==> config.mk <==
export PLATFORM = sky130hd
export DESIGN_NAME = calc_key_sequencer
export DESIGN_NICKNAME = d
export VERILOG_FILES = /design/src/rtl/calc_pkg.sv /design/src/rtl/calc_key_sequencer.sv
export SDC_FILE = /design/constraint.sdc
export NUM_CORES = 1
export LEC_CHECK = 0
export ABC_AREA = 1
export CAP_MARGIN = 20
export CORE_MARGIN = 2
export CORE_UTILIZATION = 50
export CTS_BUF_LIST = sky130_fd_sc_hd__clkbuf_4 sky130_fd_sc_hd__clkbuf_8
export DETAILED_ROUTE_END_ITERATION = 8
export HOLD_SLACK_MARGIN = 0.03
export PLACE_DENSITY = 0.77
export REMOVE_ABC_BUFFERS = 1
export SLEW_MARGIN = 20
export SYNTH_ARGS = -nofsm -noshare
export SYNTH_HDL_FRONTEND = slang
export SYNTH_SLANG_ARGS = --single-unit
==> constraint.sdc <==
create_clock -name clk -period 1.6 [get_ports clk]
set_input_delay 0.16 -clock clk [delete_from_list [all_inputs] [get_ports clk]]
set_output_delay 0.16 -clock clk [all_outputs]
set_load 0.02 [all_outputs]
==> src/rtl/calc_pkg.sv <==
// Shared definitions for the calculator: key codes, one-hot ALU op codes,
// and the key sequencer state encoding.
package calc_pkg;

  // Key codes; 0x0-0x9 are digits.
  localparam logic [3:0] KEY_ADD = 4'hA;
  localparam logic [3:0] KEY_SUB = 4'hB;
  localparam logic [3:0] KEY_MUL = 4'hC;
  localparam logic [3:0] KEY_DIV = 4'hD;
  localparam logic [3:0] KEY_EQ  = 4'hE;
  localparam logic [3:0] KEY_CLR = 4'hF;

  // One-hot ALU op codes; all-zero means the ALU is idle.
  localparam logic [3:0] OP_ADD  = 4'b1000;
  localparam logic [3:0] OP_SUB  = 4'b0100;
  localparam logic [3:0] OP_MUL  = 4'b0010;
  localparam logic [3:0] OP_DIV  = 4'b0001;
  localparam logic [3:0] OP_STOP = 4'b0000;

  typedef enum logic [2:0] {
    ST_ENTER_A   = 3'd0,
    ST_ENTER_B   = 3'd1,
    ST_ISSUE     = 3'd2,
    ST_CAPTURE   = 3'd3,
    ST_WAIT_BUSY = 3'd4,
    ST_WAIT_DONE = 3'd5,
    ST_SHOW      = 3'd6
  } state_t;

  function automatic logic is_digit(input logic [3:0] k);
    return (k <= 4'h9);
  endfunction

  function automatic logic is_operator(input logic [3:0] k);
    return (k >= KEY_ADD) && (k <= KEY_DIV);
  endfunction

  function automatic logic [3:0] key_to_op(input logic [3:0] k);
    logic [3:0] op;
    case (k)
      KEY_ADD: op = OP_ADD;
      KEY_SUB: op = OP_SUB;
      KEY_MUL: op = OP_MUL;
      KEY_DIV: op = OP_DIV;
      default: op = OP_STOP;
    endcase
    return op;
  endfunction

endpackage

==> src/rtl/calc_key_sequencer.sv <==
// Key sequencer in front of the calculator ALU: gathers operand A, operator
// and operand B from key strobes, runs the ALU op handshake (single-cycle
// add/sub, multi-cycle busy-handshaked multiply) and holds the result.
//
// Key handshake: a key is taken on a rising clk edge where key_valid=1 and
// key_ready=1. key_ready depends on state only; a strobe seen while
// key_ready=0 is discarded, never queued.
module calc_key_sequencer
  import calc_pkg::*;
#(
  parameter int MUL_TIMEOUT = 16
) (
  input  logic       clk,
  input  logic       rst_n,
  input  logic       key_valid,
  input  logic [3:0] key_code,
  output logic       key_ready,
  output logic [3:0] alu_op,
  output logic [3:0] alu_data1,
  output logic [3:0] alu_data2,
  input  logic [7:0] alu_o,
  input  logic       alu_busy,
  output logic [7:0] result,
  output logic       result_valid,
  output logic       err
);

  localparam int CNT_W = $clog2(MUL_TIMEOUT + 1);

  state_t           state_q, state_d;
  logic [3:0]       op_q, op_d;          // latched operator as one-hot op
  logic [3:0]       alu_op_q, alu_op_d;
  logic [3:0]       a_q, a_d;
  logic [3:0]       b_q, b_d;
  logic [7:0]       result_q, result_d;
  logic             err_q, err_d;
  logic [CNT_W-1:0] cnt_q, cnt_d;        // cycles spent in WAIT_DONE
  logic             wb_cnt_q, wb_cnt_d;  // cycles spent in WAIT_BUSY
  logic             key_hit;

  assign key_ready    = (state_q == ST_ENTER_A) || (state_q == ST_ENTER_B) ||
                        (state_q == ST_SHOW);
  assign key_hit      = key_valid && key_ready;
  assign result_valid = (state_q == ST_SHOW);
  assign alu_op       = alu_op_q;
  assign alu_data1    = a_q;
  assign alu_data2    = b_q;
  assign result       = result_q;
  assign err          = err_q;

  // State and datapath registers; reset also forces the ALU op to STOP.
  always_ff @(posedge clk or negedge rst_n) begin
    if (!rst_n) begin
      state_q  <= ST_ENTER_A;
      op_q     <= OP_STOP;
      alu_op_q <= OP_STOP;
      a_q      <= '0;
      b_q      <= '0;
      result_q <= '0;
      err_q    <= 1'b0;
      cnt_q    <= '0;
      wb_cnt_q <= 1'b0;
    end else begin
      state_q  <= state_d;
      op_q     <= op_d;
      alu_op_q <= alu_op_d;
      a_q      <= a_d;
      b_q      <= b_d;
      result_q <= result_d;
      err_q    <= err_d;
      cnt_q    <= cnt_d;
      wb_cnt_q <= wb_cnt_d;
    end
  end

  // Next-state and datapath updates; everything holds unless a state acts.
  always_comb begin
    state_d  = state_q;
    op_d     = op_q;
    alu_op_d = alu_op_q;
    a_d      = a_q;
    b_d      = b_q;
    result_d = result_q;
    err_d    = err_q;
    cnt_d    = cnt_q;
    wb_cnt_d = wb_cnt_q;

    case (state_q)
      ST_ENTER_A: begin
        if (key_hit) begin
          if (is_digit(key_code)) begin
            a_d   = key_code;
            err_d = 1'b0;
          end else if (is_operator(key_code)) begin
            op_d    = key_to_op(key_code);
            b_d     = '0;
            state_d = ST_ENTER_B;
          end else if (key_code == KEY_CLR) begin
            a_d   = '0;
            err_d = 1'b0;
          end
        end
      end

      ST_ENTER_B: begin
        if (key_hit) begin
          if (is_digit(key_code)) begin
            b_d   = key_code;
            err_d = 1'b0;
          end else if (is_operator(key_code)) begin
            op_d = key_to_op(key_code);
          end else if (key_code == KEY_CLR) begin
            a_d     = '0;
            b_d     = '0;
            op_d    = OP_STOP;
            err_d   = 1'b0;
            state_d = ST_ENTER_A;
          end else begin
            state_d = ST_ISSUE;
          end
        end
      end

      ST_ISSUE: begin
        if (op_q == OP_DIV) begin
          // No divider in the ALU: flag it and keep the previous result.
          err_d   = 1'b1;
          state_d = ST_SHOW;
        end else if (op_q == OP_MUL) begin
          alu_op_d = OP_MUL;
          wb_cnt_d = 1'b0;
          state_d  = ST_WAIT_BUSY;
        end else begin
          alu_op_d = op_q;
          state_d  = ST_CAPTURE;
        end
      end

      ST_CAPTURE: begin
        // Add/sub only produce 5 valid bits; the rest is left over from
        // whatever the ALU computed before.
        result_d = {3'b000, alu_o[4:0]};
        alu_op_d = OP_STOP;
        state_d  = ST_SHOW;
      end

      ST_WAIT_BUSY: begin
        if (alu_busy) begin
          cnt_d   = '0;
          state_d = ST_WAIT_DONE;
        end else if (wb_cnt_q) begin
          err_d    = 1'b1;
          alu_op_d = OP_STOP;
          state_d  = ST_SHOW;
        end else begin
          wb_cnt_d = 1'b1;
        end
      end

      ST_WAIT_DONE: begin
        if (!alu_busy) begin
          // Drop the op on this very edge: the ALU step counter wraps to 0
          // here, and a still-present MUL would start a new multiply.
          result_d = alu_o;
          alu_op_d = OP_STOP;
          state_d  = ST_SHOW;
        end else if (cnt_q == CNT_W'(MUL_TIMEOUT)) begin
          err_d    = 1'b1;
          alu_op_d = OP_STOP;
          state_d  = ST_SHOW;
        end else begin
          cnt_d = cnt_q + 1'b1;
        end
      end

      ST_SHOW: begin
        if (key_hit) begin
          if (is_digit(key_code)) begin
            a_d     = key_code;
            err_d   = 1'b0;
            state_d = ST_ENTER_A;
          end else if (is_operator(key_code)) begin
            // Chain: the previous result becomes operand A.
            a_d     = result_q[3:0];
            op_d    = key_to_op(key_code);
            b_d     = '0;
            state_d = ST_ENTER_B;
          end else if (key_code == KEY_CLR) begin
            a_d      = '0;
            b_d      = '0;
            op_d     = OP_STOP;
            result_d = '0;
            err_d    = 1'b0;
            state_d  = ST_ENTER_A;
          end
        end
      end

      default: begin
        alu_op_d = OP_STOP;
        state_d  = ST_ENTER_A;
      end
    endcase
  end

endmodule

==> qor.txt, run 1 <==
Largest family of logic cells by synthesized area = simple AND/OR/NAND/NOR gates
Nets = 397
Post-synth EDFFs = 0
TritonCTS clock tree = done
Initial Utilization = 52.9%
GR Util All Layers = 22.4%
Final Critical Period = 1.50 ns
Top-area cell type share of the netlist area = 39.6%
Drt via density = 5.10
Detailed-route DRC error count = 0
Gate Count Post-Synth = 309
Worst slew pin tran = 0.428 ns
Synth Cell Area = 0.00215 sq mm
CP Launch Type = register
Crit path cell chain = inv_1 -> nand3_4 -> inv_2 -> dlygate4sd2_1
Fin. Hold Viols = 0
TritonCTS buffer count = 5
Slowest library cell on the worst path = dfrtp_1
Required @ worst endpoint = 1.44 ns
Fillers = 344
Clock transition at the registers of the reported paths = 0.07 ns
CP Max Fanout = 5
Ys flop type = dfrtp_1
Setup Fix Bufs, Post-CTS = 0
Setup violators final = 0
Via count = 2,194
Synth Register Bits = 34
Max_cap viols = 0
Final hold slack = 0.279 ns
Die width = 69.5 um
Number of diodes = 0
Placement Cell Area = 0.00278 sq mm
Xor/xnor share of the synthesized area = 0.408%
Power, Total = 4.35 mW
Cell area after layout = 0.00290 sq mm
Starting DRT DRC Count = 73
CTS Root Cell = clkbuf_8
Global-route wire length before repair = 8780 um
Simple-gate portion of the synthesized area = 46.7%
CP peak stage delay = 0.41 ns
Ys Warns = 0
Core Area = 0.00406 sq mm
Site Rows = 23
Bufs on Longest Clock Path = 2
Asr flop ratio synth = 100%
Rel. slew slack = 71.4%
GP Congestion = 0.970
Tcrit/Tclk final = 93.8%
Crit Path Class = reg2out
# port buffers = 38
Die Area = 0.00483 sq mm
Hold crit path type = in2async
Clock sinks = 34
Share of cells above drive strength 1 = 18.2%
Status = complete, no violations
DP Wirelength = 4000 um
Commonest cells post-synth = 128 x nand2_1, 39 x nand3_1, 34 x dfrtp_1
Clk_lat worst skew = 0.29 ns
Wire length per cell = 11.8 um
Synth Area in Compound Gates = 5.19%
Cell taking the most area after synthesis = dfrtp_1
DRT Pass-1 Iters = 4
Lkg Pwr = 1.54 nW
Total grt overflow = 0
Max VDD drop = 1.20 mV
FMAX = 666 MHz
Number of H-tree levels = 2
Slew Viols, Final = 0
Setup_tns = 0 ns
Synth top area cells = dfrtp_1 40%, nand2_1 22%, nand3_1 9.1%
Synthesized area per cell = 6.95 sq um
Fin Clk Skew = 0.00317 ns
Power per Cell Area = 1500 mW/mm^2
Pin count of the biggest net entering global routing = 35
Initial antenna violation count = 0
Synth unique cells = 31
CP arrival = 1.34 ns
Post-Route WL = 5080 um
Multiplexer share of the synthesized area = 0%
Post-synthesis sequential area ratio = 39.6%
Adder-cell area share of the yosys netlist = 1.17%
I/O pins = 39
Area Overhead vs Synth = 34.8%
Crit end category = output pin
Most common cell in the synthesized netlist = nand2_1
Die H = 69.5 um
Vias in the first global route = 2,051
ANT nets after route = 0
[per-stage QoR]
step                      worst slack (ns)  util, %  std cells
after floorplan                      0.116        -        305
after global placement             -0.0833     68.5        422
after detailed placement            -0.122     68.5        422
after CTS                           0.0442     70.8        430
final                               0.0991     71.4        430
after global routing              -0.00605     71.4        430
[per-layer routing]
metal | track usage [%] | vias up | part of all wire (%)
li1 | - | 1128 | -
met1 | 27.9 | 995 | 44
met2 | 37.2 | 57 | 48
met3 | 4.51 | 14 | 4.5
met4 | 10.5 | 0 | 3.2
met5 | 0 | - | 0
[layout by cell type, fill, tap and decap left out]
master | synthesis | layout
inv_1 | 26 | 26
clkbuf_4 | 0 | 1
nand4_2 | 1 | 1
clkinv_2 | 0 | 1
dlygate4sd2_1 | 0 | 1
a21oi_1 | 2 | 2
o21ai_1 | 1 | 1
dfrtp_2 | 0 | 1
dfrtp_1 | 34 | 33
nand2_1 | 128 | 127
ha_1 | 2 | 2
clkbuf_2 | 0 | 1
buf_4 | 1 | 29
inv_2 | 5 | 5
nand3_4 | 1 | 1
a31oi_1 | 1 | 1
nor2_4 | 2 | 2
nand3b_1 | 1 | 1
nor3_1 | 1 | 1
nor2_1 | 23 | 20
o31ai_1 | 3 | 3
clkdlybuf4s50_1 | 0 | 36
nand4_1 | 5 | 5
o21ai_0 | 12 | 12
nand2_4 | 3 | 3
clkinv_1 | 1 | 1
clkbuf_8 | 0 | 6
o21bai_1 | 1 | 1
nor2_2 | 2 | 5
xor2_1 | 1 | 1
nand3b_4 | 1 | 1
nand2_2 | 6 | 7
nor2_8 | 1 | 1
nand3_1 | 39 | 37
nand3_2 | 1 | 3
nor3_4 | 0 | 1
[cells by family (layout without fill, tap and decap cells)]
kind of cell    Yosys count  count (layout)
simple gates            216             216
buf+inv                  36             107
flops                    34              34
compound gates           20              20
fa+ha+maj                 2               2
xor+xnor                  1               1
[flip-flops by register name (all words and copies together), names as in the netlist]
name and cells:
err 1, op_q 4, alu_data1 4, cnt_q 5
state_q 3, alu_op 4, alu_data2 4, wb_cnt_q 1
result 8
[final cells by class]
type	instances	area (sq um)	area share, %
clock buffers	7	90.1	3.11
clock inverters	1	5.00	0.173
inverters	32	120	4.15
multi-input cells	239	1170	40.5
flip-flops and latches	34	852	29.4
well taps	50	62.6	2.16
repair buffers	67	592	20.4
[power by group]
part / total (mW) / internal, mW / switching, mW
Combinational: 2.28 / 0.937 / 1.34
Sequential: 1.40 / 1.16 / 0.245
Clock: 0.669 / 0.364 / 0.305
[timing repair]
action	in CTS	in global routing
gates cloned	0	0
endpoints found under the hold margin	0	0
resized for setup	3	9
endpoints found under the setup margin	2	14
hold buffers	0	0
[final timing paths]
kind	to	start	cells after the start	slack [ns]
setup / recovery	result_valid	state_q[0]	4	0.1
setup reg to reg	alu_data2[0]	state_q[0]	8	0.13
hold reg to reg	alu_data1[0]	alu_data1[0]	2	0.47
max in group asynchronous	state_q[2]	rst_n	2	1.00
min in group clk	alu_data1[0]	alu_data1[0]	2	0.47
hold / removal	wb_cnt_q	rst_n	2	0.28
[worst max-delay path, delay by kind of cell, from the launching register on]
kind | cells | cell delay, ns
flops | 1 | 0.41
buf+inv | 3 | 0.55
simple gates | 1 | 0.09
Power figures use the tool's default switching activity.
==> run 2: changes to the inputs <==
--- a/config.mk
+++ b/config.mk
@@ -6,6 +6,7 @@
 export NUM_CORES = 1
 export LEC_CHECK = 0
 export ABC_AREA = 1
+export ABC_CLOCK_PERIOD_IN_PS = 1600
 export CAP_MARGIN = 20
 export CORE_MARGIN = 2
 export CORE_UTILIZATION = 50
==> results of run 2 <==
Same layout as run 1: the final DEF is identical, and so are final timing and power.
